[config.mk]
export PLATFORM = sky130hd
export DESIGN_NAME = mem_stage_lsu
export DESIGN_NICKNAME = d
export VERILOG_FILES = /design/src/rtl/lsu_pkg.sv /design/src/rtl/lsu_align.sv /design/src/rtl/mem_stage_lsu.sv
export SDC_FILE = /design/constraint.sdc
export NUM_CORES = 1
export LEC_CHECK = 0
export CAP_MARGIN = 30
export CORE_MARGIN = 10
export CORE_UTILIZATION = 34
export CTS_CLUSTER_SIZE = 30
export DETAILED_ROUTE_END_ITERATION = 10
export GPL_ROUTABILITY_DRIVEN = 0
export PLACE_DENSITY = 0.82
export SYNTH_ARGS = -nofsm -noshare
export SYNTH_HDL_FRONTEND = slang
export SYNTH_SLANG_ARGS = --single-unit
export TNS_END_PERCENT = 30
[constraint.sdc]
create_clock -name clk_i -period 2.1 [get_ports clk_i]
set_clock_uncertainty 0.05 [all_clocks]
set_input_delay 0.315 -clock clk_i [delete_from_list [all_inputs] [get_ports clk_i]]
set_output_delay 0.315 -clock clk_i [all_outputs]
set_load 0.1 [all_outputs]
[src/rtl/lsu_pkg.sv]
// lsu_pkg: shared types and constants for the MEM-stage load/store unit.
//   lsu_state_e : FSM states (idle, request, wait-for-response, done)
//   lsu_size_e  : access size decoded from funct3[1:0]
//   OPC_LOAD    : load opcode, F3_LBU/F3_LHU : unsigned load funct3 codes
package lsu_pkg;

   typedef enum logic [1:0] {StIdle, StReq, StWait, StDone} lsu_state_e;
   typedef enum logic [1:0] {SizeByte, SizeHalf, SizeWord} lsu_size_e;

   localparam logic [6:0] OPC_LOAD = 7'b0000011;
   localparam logic [2:0] F3_LBU   = 3'b100;
   localparam logic [2:0] F3_LHU   = 3'b101;

   // Only funct3[1:0] matters; the reserved load encodings fall through to word.
   function automatic lsu_size_e decode_size(input logic [2:0] funct3);
      case (funct3[1:0])
         2'b00:   return SizeByte;
         2'b01:   return SizeHalf;
         default: return SizeWord;
      endcase
   endfunction

endpackage

[src/rtl/lsu_align.sv]
// lsu_align: combinational byte-lane logic for the load/store unit.
//   addr_lo_i  : address bits [1:0]      funct3_i : access size / signedness
//   wdata_i    : raw store data          rdata_i  : raw bus read word
//   be_o       : byte enables            wdata_o  : lane-replicated store data
//   misalign_o : access not naturally aligned
//   ld_ext_o   : selected load lanes, sign/zero extended to 32 bits
module lsu_align
   import lsu_pkg::*;
(
   input  logic [1:0]  addr_lo_i,
   input  logic [2:0]  funct3_i,
   input  logic [31:0] wdata_i,
   input  logic [31:0] rdata_i,
   output logic [3:0]  be_o,
   output logic [31:0] wdata_o,
   output logic        misalign_o,
   output logic [31:0] ld_ext_o
);

   lsu_size_e   size;
   logic        is_unsigned;
   logic [7:0]  rd_byte;
   logic [15:0] rd_half;

   assign size        = decode_size(funct3_i);
   assign is_unsigned = (funct3_i == F3_LBU) || (funct3_i == F3_LHU);
   assign rd_byte     = rdata_i[{addr_lo_i, 3'b000} +: 8];
   assign rd_half     = addr_lo_i[1] ? rdata_i[31:16] : rdata_i[15:0];

   always_comb begin
      be_o       = 4'b1111;
      wdata_o    = wdata_i;
      misalign_o = 1'b0;
      ld_ext_o   = rdata_i;
      case (size)
         SizeByte: begin
            be_o     = 4'b0001 << addr_lo_i;
            wdata_o  = {4{wdata_i[7:0]}};
            ld_ext_o = {{24{~is_unsigned & rd_byte[7]}}, rd_byte};
         end
         SizeHalf: begin
            be_o       = addr_lo_i[1] ? 4'b1100 : 4'b0011;
            wdata_o    = {2{wdata_i[15:0]}};
            misalign_o = addr_lo_i[0];
            ld_ext_o   = {{16{~is_unsigned & rd_half[15]}}, rd_half};
         end
         default: begin
            misalign_o = (addr_lo_i != 2'b00);
         end
      endcase
   end

endmodule

[src/rtl/mem_stage_lsu.sv]
// mem_stage_lsu: MEM-stage load/store unit driving a req/gnt/rvalid data bus.
//   valid_i/instr_i/addr_i/wdata_i/memrw_i : EX/MEM pipeline inputs
//   stall_o    : freeze upstream stages while an access is in flight
//   ld_valid_o : one-cycle strobe, ld_data_o holds the extended load result
//   misalign_o : one-cycle strobe, misaligned access dropped without a bus cycle
//   bus_err_o  : one-cycle strobe, access aborted after TIMEOUT_CYCLES-1 bus cycles
//   dmem_*     : data-memory bus (word address, byte enables, replicated wdata)
module mem_stage_lsu
   import lsu_pkg::*;
#(
   parameter int unsigned TIMEOUT_CYCLES = 16
) (
   input  logic        clk_i,
   input  logic        rst_ni,
   input  logic        valid_i,
   input  logic [31:0] instr_i,
   input  logic [31:0] addr_i,
   input  logic [31:0] wdata_i,
   input  logic        memrw_i,
   output logic        stall_o,
   output logic        ld_valid_o,
   output logic [31:0] ld_data_o,
   output logic        misalign_o,
   output logic        bus_err_o,
   output logic        dmem_req_o,
   output logic        dmem_we_o,
   output logic [31:0] dmem_addr_o,
   output logic [3:0]  dmem_be_o,
   output logic [31:0] dmem_wdata_o,
   input  logic        dmem_gnt_i,
   input  logic        dmem_rvalid_i,
   input  logic [31:0] dmem_rdata_i
);

   localparam int unsigned CntW = $clog2(TIMEOUT_CYCLES);
   // Value held during the last permitted REQ/WAIT cycle.
   localparam logic [CntW-1:0] CntLast = CntW'(TIMEOUT_CYCLES - 2);

   lsu_state_e    state_q, state_d;
   logic [CntW-1:0] cnt_q, cnt_d;
   logic [31:0]   data_q, data_d;
   logic          load_q, load_d;
   logic          err_q, err_d;

   logic          is_load, mem_op, misal, timeout, start;
   logic [3:0]    al_be;
   logic [31:0]   al_wdata, al_ld;
   logic          unused_instr;

   assign unused_instr = ^{instr_i[31:15], instr_i[11:7]};

   assign is_load = ~memrw_i & (instr_i[6:0] == OPC_LOAD);
   assign mem_op  = valid_i & (is_load | memrw_i);
   assign timeout = (cnt_q == CntLast);
   assign start   = (state_q == StIdle) & mem_op & ~misal;

   lsu_align u_align (
      .addr_lo_i  (addr_i[1:0]),
      .funct3_i   (instr_i[14:12]),
      .wdata_i    (wdata_i),
      .rdata_i    (dmem_rdata_i),
      .be_o       (al_be),
      .wdata_o    (al_wdata),
      .misalign_o (misal),
      .ld_ext_o   (al_ld)
   );

   // State register plus datapath registers.
   always_ff @(posedge clk_i) begin
      if (!rst_ni) begin
         state_q <= StIdle;
         cnt_q   <= '0;
         data_q  <= '0;
         load_q  <= 1'b0;
         err_q   <= 1'b0;
      end else begin
         state_q <= state_d;
         cnt_q   <= cnt_d;
         data_q  <= data_d;
         load_q  <= load_d;
         err_q   <= err_d;
      end
   end

   // Next-state and datapath update.
   always_comb begin
      state_d = state_q;
      cnt_d   = cnt_q;
      data_d  = data_q;
      load_d  = load_q;
      err_d   = err_q;
      unique case (state_q)
         StIdle: begin
            if (start) begin
               state_d = StReq;
               cnt_d   = '0;
               load_d  = is_load;
               err_d   = 1'b0;
            end
         end
         StReq: begin
            cnt_d = cnt_q + 1'b1;
            // A grant in the final cycle still counts as a timeout: nothing completed.
            if (timeout) begin
               state_d = StDone;
               err_d   = 1'b1;
               data_d  = '0;
            end else if (dmem_gnt_i) begin
               state_d = StWait;
            end
         end
         StWait: begin
            cnt_d = cnt_q + 1'b1;
            if (dmem_rvalid_i) begin
               state_d = StDone;
               data_d  = load_q ? al_ld : '0;
            end else if (timeout) begin
               state_d = StDone;
               err_d   = 1'b1;
               data_d  = '0;
            end
         end
         StDone: state_d = StIdle;
         default: state_d = StIdle;
      endcase
   end

   // Output decode.
   always_comb begin
      stall_o      = 1'b0;
      ld_valid_o   = 1'b0;
      misalign_o   = 1'b0;
      bus_err_o    = 1'b0;
      dmem_req_o   = 1'b0;
      dmem_we_o    = 1'b0;
      dmem_addr_o  = '0;
      dmem_be_o    = '0;
      dmem_wdata_o = '0;
      unique case (state_q)
         StIdle: begin
            stall_o    = start;
            misalign_o = mem_op & misal;
         end
         StReq: begin
            stall_o      = 1'b1;
            dmem_req_o   = 1'b1;
            dmem_we_o    = ~load_q;
            dmem_addr_o  = {addr_i[31:2], 2'b00};
            dmem_be_o    = al_be;
            dmem_wdata_o = load_q ? '0 : al_wdata;
         end
         StWait: stall_o = 1'b1;
         StDone: begin
            ld_valid_o = load_q & ~err_q;
            bus_err_o  = err_q;
         end
         default: ;
      endcase
   end

   assign ld_data_o = data_q;

endmodule

==> metrics.txt <==
status finished, violations left; failing checks setup timing; FF/Latch Area approximately 800 µm²; fin. max-slew vios 0; cell area after synthesis 3003 µm²; hold_sp ld_data_o[11]$_SDFFE_PN0P_; switching share of power 53.13%; Die Height about 110 µm; count of mapped cells out of synthesis 371; relative slew slack 52.25%; critical path arrival roughly 1.7 ns; R2R cell count 6; IO buf count roughly 220; clock sink count 40; RSZ-0062 raised after global routing yes; CP max FO 13; period utilization 100.3%; Psw 0.002887 W; most frequent cells in the layout clkdlybuf4s50_1, buf_12, buf_4; Yosys reg bits 40; vias per cell ~5.7; die footprint about 13000 µm²; post-route cell area 6601 µm²; fmax 474.6 MHz; Worst Hold Endpoint ld_data_o[11]$_SDFFE_PN0P_; max layer used met4; critical path class primary input to primary output; Critical Path Sink Type primary output; initial drt markers 235; deepest clock path buffer count 2; H-tree levels 2; Die X 114.0 µm; met3 routed WL 1305 µm; M1 wire length 5742 µm; initial antenna violation count 0; share of cells above drive strength 1 35.54%; Min-Delay Path Class flop to flop; FF-to-FF Start state_q[0]$_SDFFE_PN0P_; most common cell after layout, fill and taps aside clkdlybuf4s50_1; Clock Latency Late Sink 0.30 ns; Clk pin slew, worst setup/hold paths 0.08 ns; routed via count 4042; MaxCap Viol Count 0; GRT Overall Usage 22.85%; Layout area overhead 119.8%; reg2reg end ld_data_o[25]$_SDFFE_PN0P_; Final Hold Fails 0; sequential share of power 14.5%; minimum clock period 2.107 ns; Yosys warnings 0; TritonCTS clock tree yes; post-synthesis sequential area ratio a little over a quarter; drt wl/cell 23.11 µm; crit path launch type primary input; Worst-Margin Slew 0.7148 ns; ys flop type dfxtp_1; Ant. Diodes 0; DRC 0; PwrDens 823.1 nW/µm²; setup tns final -0.007171 ns; P_int around 0.0025 W; Inserted Clock Buffers 5; CP Data Required Time 1.74 ns; 1st-pass router iterations 6; Clk network pwr share 10.1%; vias in the first global route 4209; FP Rows 34; clk root buf clkbuf_8; power consumption 0.005434 W; setup violators final 1; P_leak 2.669 nW; Multi-input gate area approximately 2300 µm²; initial core utilization 34.60%; async set or reset register ratio after synthesis 0%; VDD IR-drop max 0.0005996 V; final worst slack -0.007171 ns; Gate power share between 70% and 80%; core area 8678 µm²; ANT nets after route 0; global-route wire length before repair between 20000 and 25000 µm; nets 744; # fillers 553; Avg Cell Area, Syn about 8.1 µm²; largest net degree at the start of global routing 39; Post-synth EDFFs 0; GRT overflow 0; flop2flop setup slack 0.12 ns; hold depth 1; count of cell types in the netlist 52; Post-Place Cell Area 6276 µm²; met2 WL 8743 µm; I/O pins 240; HPWL after detailed placement 12950 µm; routed wire length 16480 µm
cell families after synthesis:
group                    count (synthesis)  synth area share, %
AND/OR/NAND/NOR                        143                26.38
buffers and inverters                   44                6.417
AO/OA/AOI/OAI                          111                28.63
flip-flops                              40                26.67
adder cells (fa/ha/maj)                  6                2.500
multiplexers                            26                9.291
other                                    1               0.1249
power by group through the flow:
stage	clock network, W	registers, W	logic (W)
after floorplan	0	0.000798	0.00239
after global placement	0	0.000799	0.00388
after detailed placement	0	0.000802	0.00393
after CTS	0.000551	0.000784	0.00397
after global routing	0.000597	0.000787	0.00421
final	0.000549	0.000785	0.00410
stage by stage:
stage          instances  hold slack, ns  setup slack (ns)  util, %
2_1_floorplan        372          0.4333           -0.1652        -
3_3_place_gp         693          0.3991           -0.2212    72.32
3_5_place_dp         693          0.3984           -0.2755    72.32
4_1_cts              702          0.4230          0.003691    74.02
5_1_grt              713          0.4405          -0.06591    76.07
6_report             713          0.4224         -0.007171    76.07
sequential cells by signal, summed over array words and instances (netlist names):
signal	flops
err_q	1
ld_data_o	32
state_q	2
cnt_q	4
load_q	1
worst max path at each step:
stage / startpoint / end / slack (ns) / depth (start not counted)
after global routing: instr_i[13] / dmem_wdata_o[20] / -0.07 / 6
after CTS: instr_i[12] / dmem_wdata_o[26] / 0.004 / 7
after floorplan: instr_i[13] / dmem_wdata_o[12] / -0.17 / 5
after global placement: addr_i[1] / ld_data_o[9]$_SDFFE_PN0P_ / -0.22 / 6
final: instr_i[13] / dmem_wdata_o[20] / -0.007 / 6
after detailed placement: addr_i[1] / ld_data_o[9]$_SDFFE_PN0P_ / -0.28 / 6
critical path, cell delays in order:
cell     delay, ns
buf_2         0.26
buf_4         0.29
buf_4         0.21
mux2i_1       0.41
nor2_4        0.06
buf_12        0.17
timing repair:
item                       in CTS  in global routing
gates cloned                    0                  1
setup endpoints to repair      59                 76
setup buffers                   1                 10
resized for setup              15                 21
pin swaps                       1                  6
hold buffers                    0                  0
final cells by class:
| type | count | area share (%) |
|---|---|---|
| clock buffer | 7 | 1.308 |
| tap | 108 | 2.047 |
| sequential | 40 | 12.17 |
| multi-input combinational | 289 | 35.31 |
| timing repair buffer | 255 | 48.20 |
| clock inverter | 1 | 0.1137 |
| inverter | 13 | 0.8529 |
metal layers:
layer  track usage [%]  vias up
met3             7.192       49
li1                  -     1832
met1             24.16     1921
met2             41.19      240
met4             8.772        0
met5                 0        -
cells in the mapped netlist, types with 2 or more instances:
library cell | n | area, µm²
a211oi_1 | 2 | 15.01
a21oi_1 | 24 | 120.1
a221oi_1 | 7 | 61.31
a222oi_1 | 7 | 70.07
a22o_1 | 26 | 227.7
a31oi_1 | 2 | 12.51
and2_1 | 35 | 219.0
and3_1 | 12 | 75.07
buf_2 | 10 | 50.05
buf_4 | 2 | 15.01
clkbuf_1 | 17 | 63.81
dfxtp_1 | 40 | 800.8
ha_1 | 6 | 75.07
inv_1 | 13 | 48.80
mux2_2 | 5 | 56.30
mux2i_1 | 20 | 200.2
nand2_1 | 27 | 101.4
nand2b_1 | 18 | 112.6
nand3_1 | 2 | 10.01
nand3b_1 | 2 | 15.01
nor2_1 | 31 | 116.4
nor2b_1 | 3 | 18.77
o211ai_1 | 4 | 30.03
o21ai_0 | 6 | 30.03
o2bb2ai_1 | 19 | 166.4
o31ai_1 | 2 | 15.01
or3_1 | 2 | 12.51
or4_1 | 2 | 15.01
or4b_1 | 2 | 20.02
Note: power is estimated with default switching activity, not from simulation.
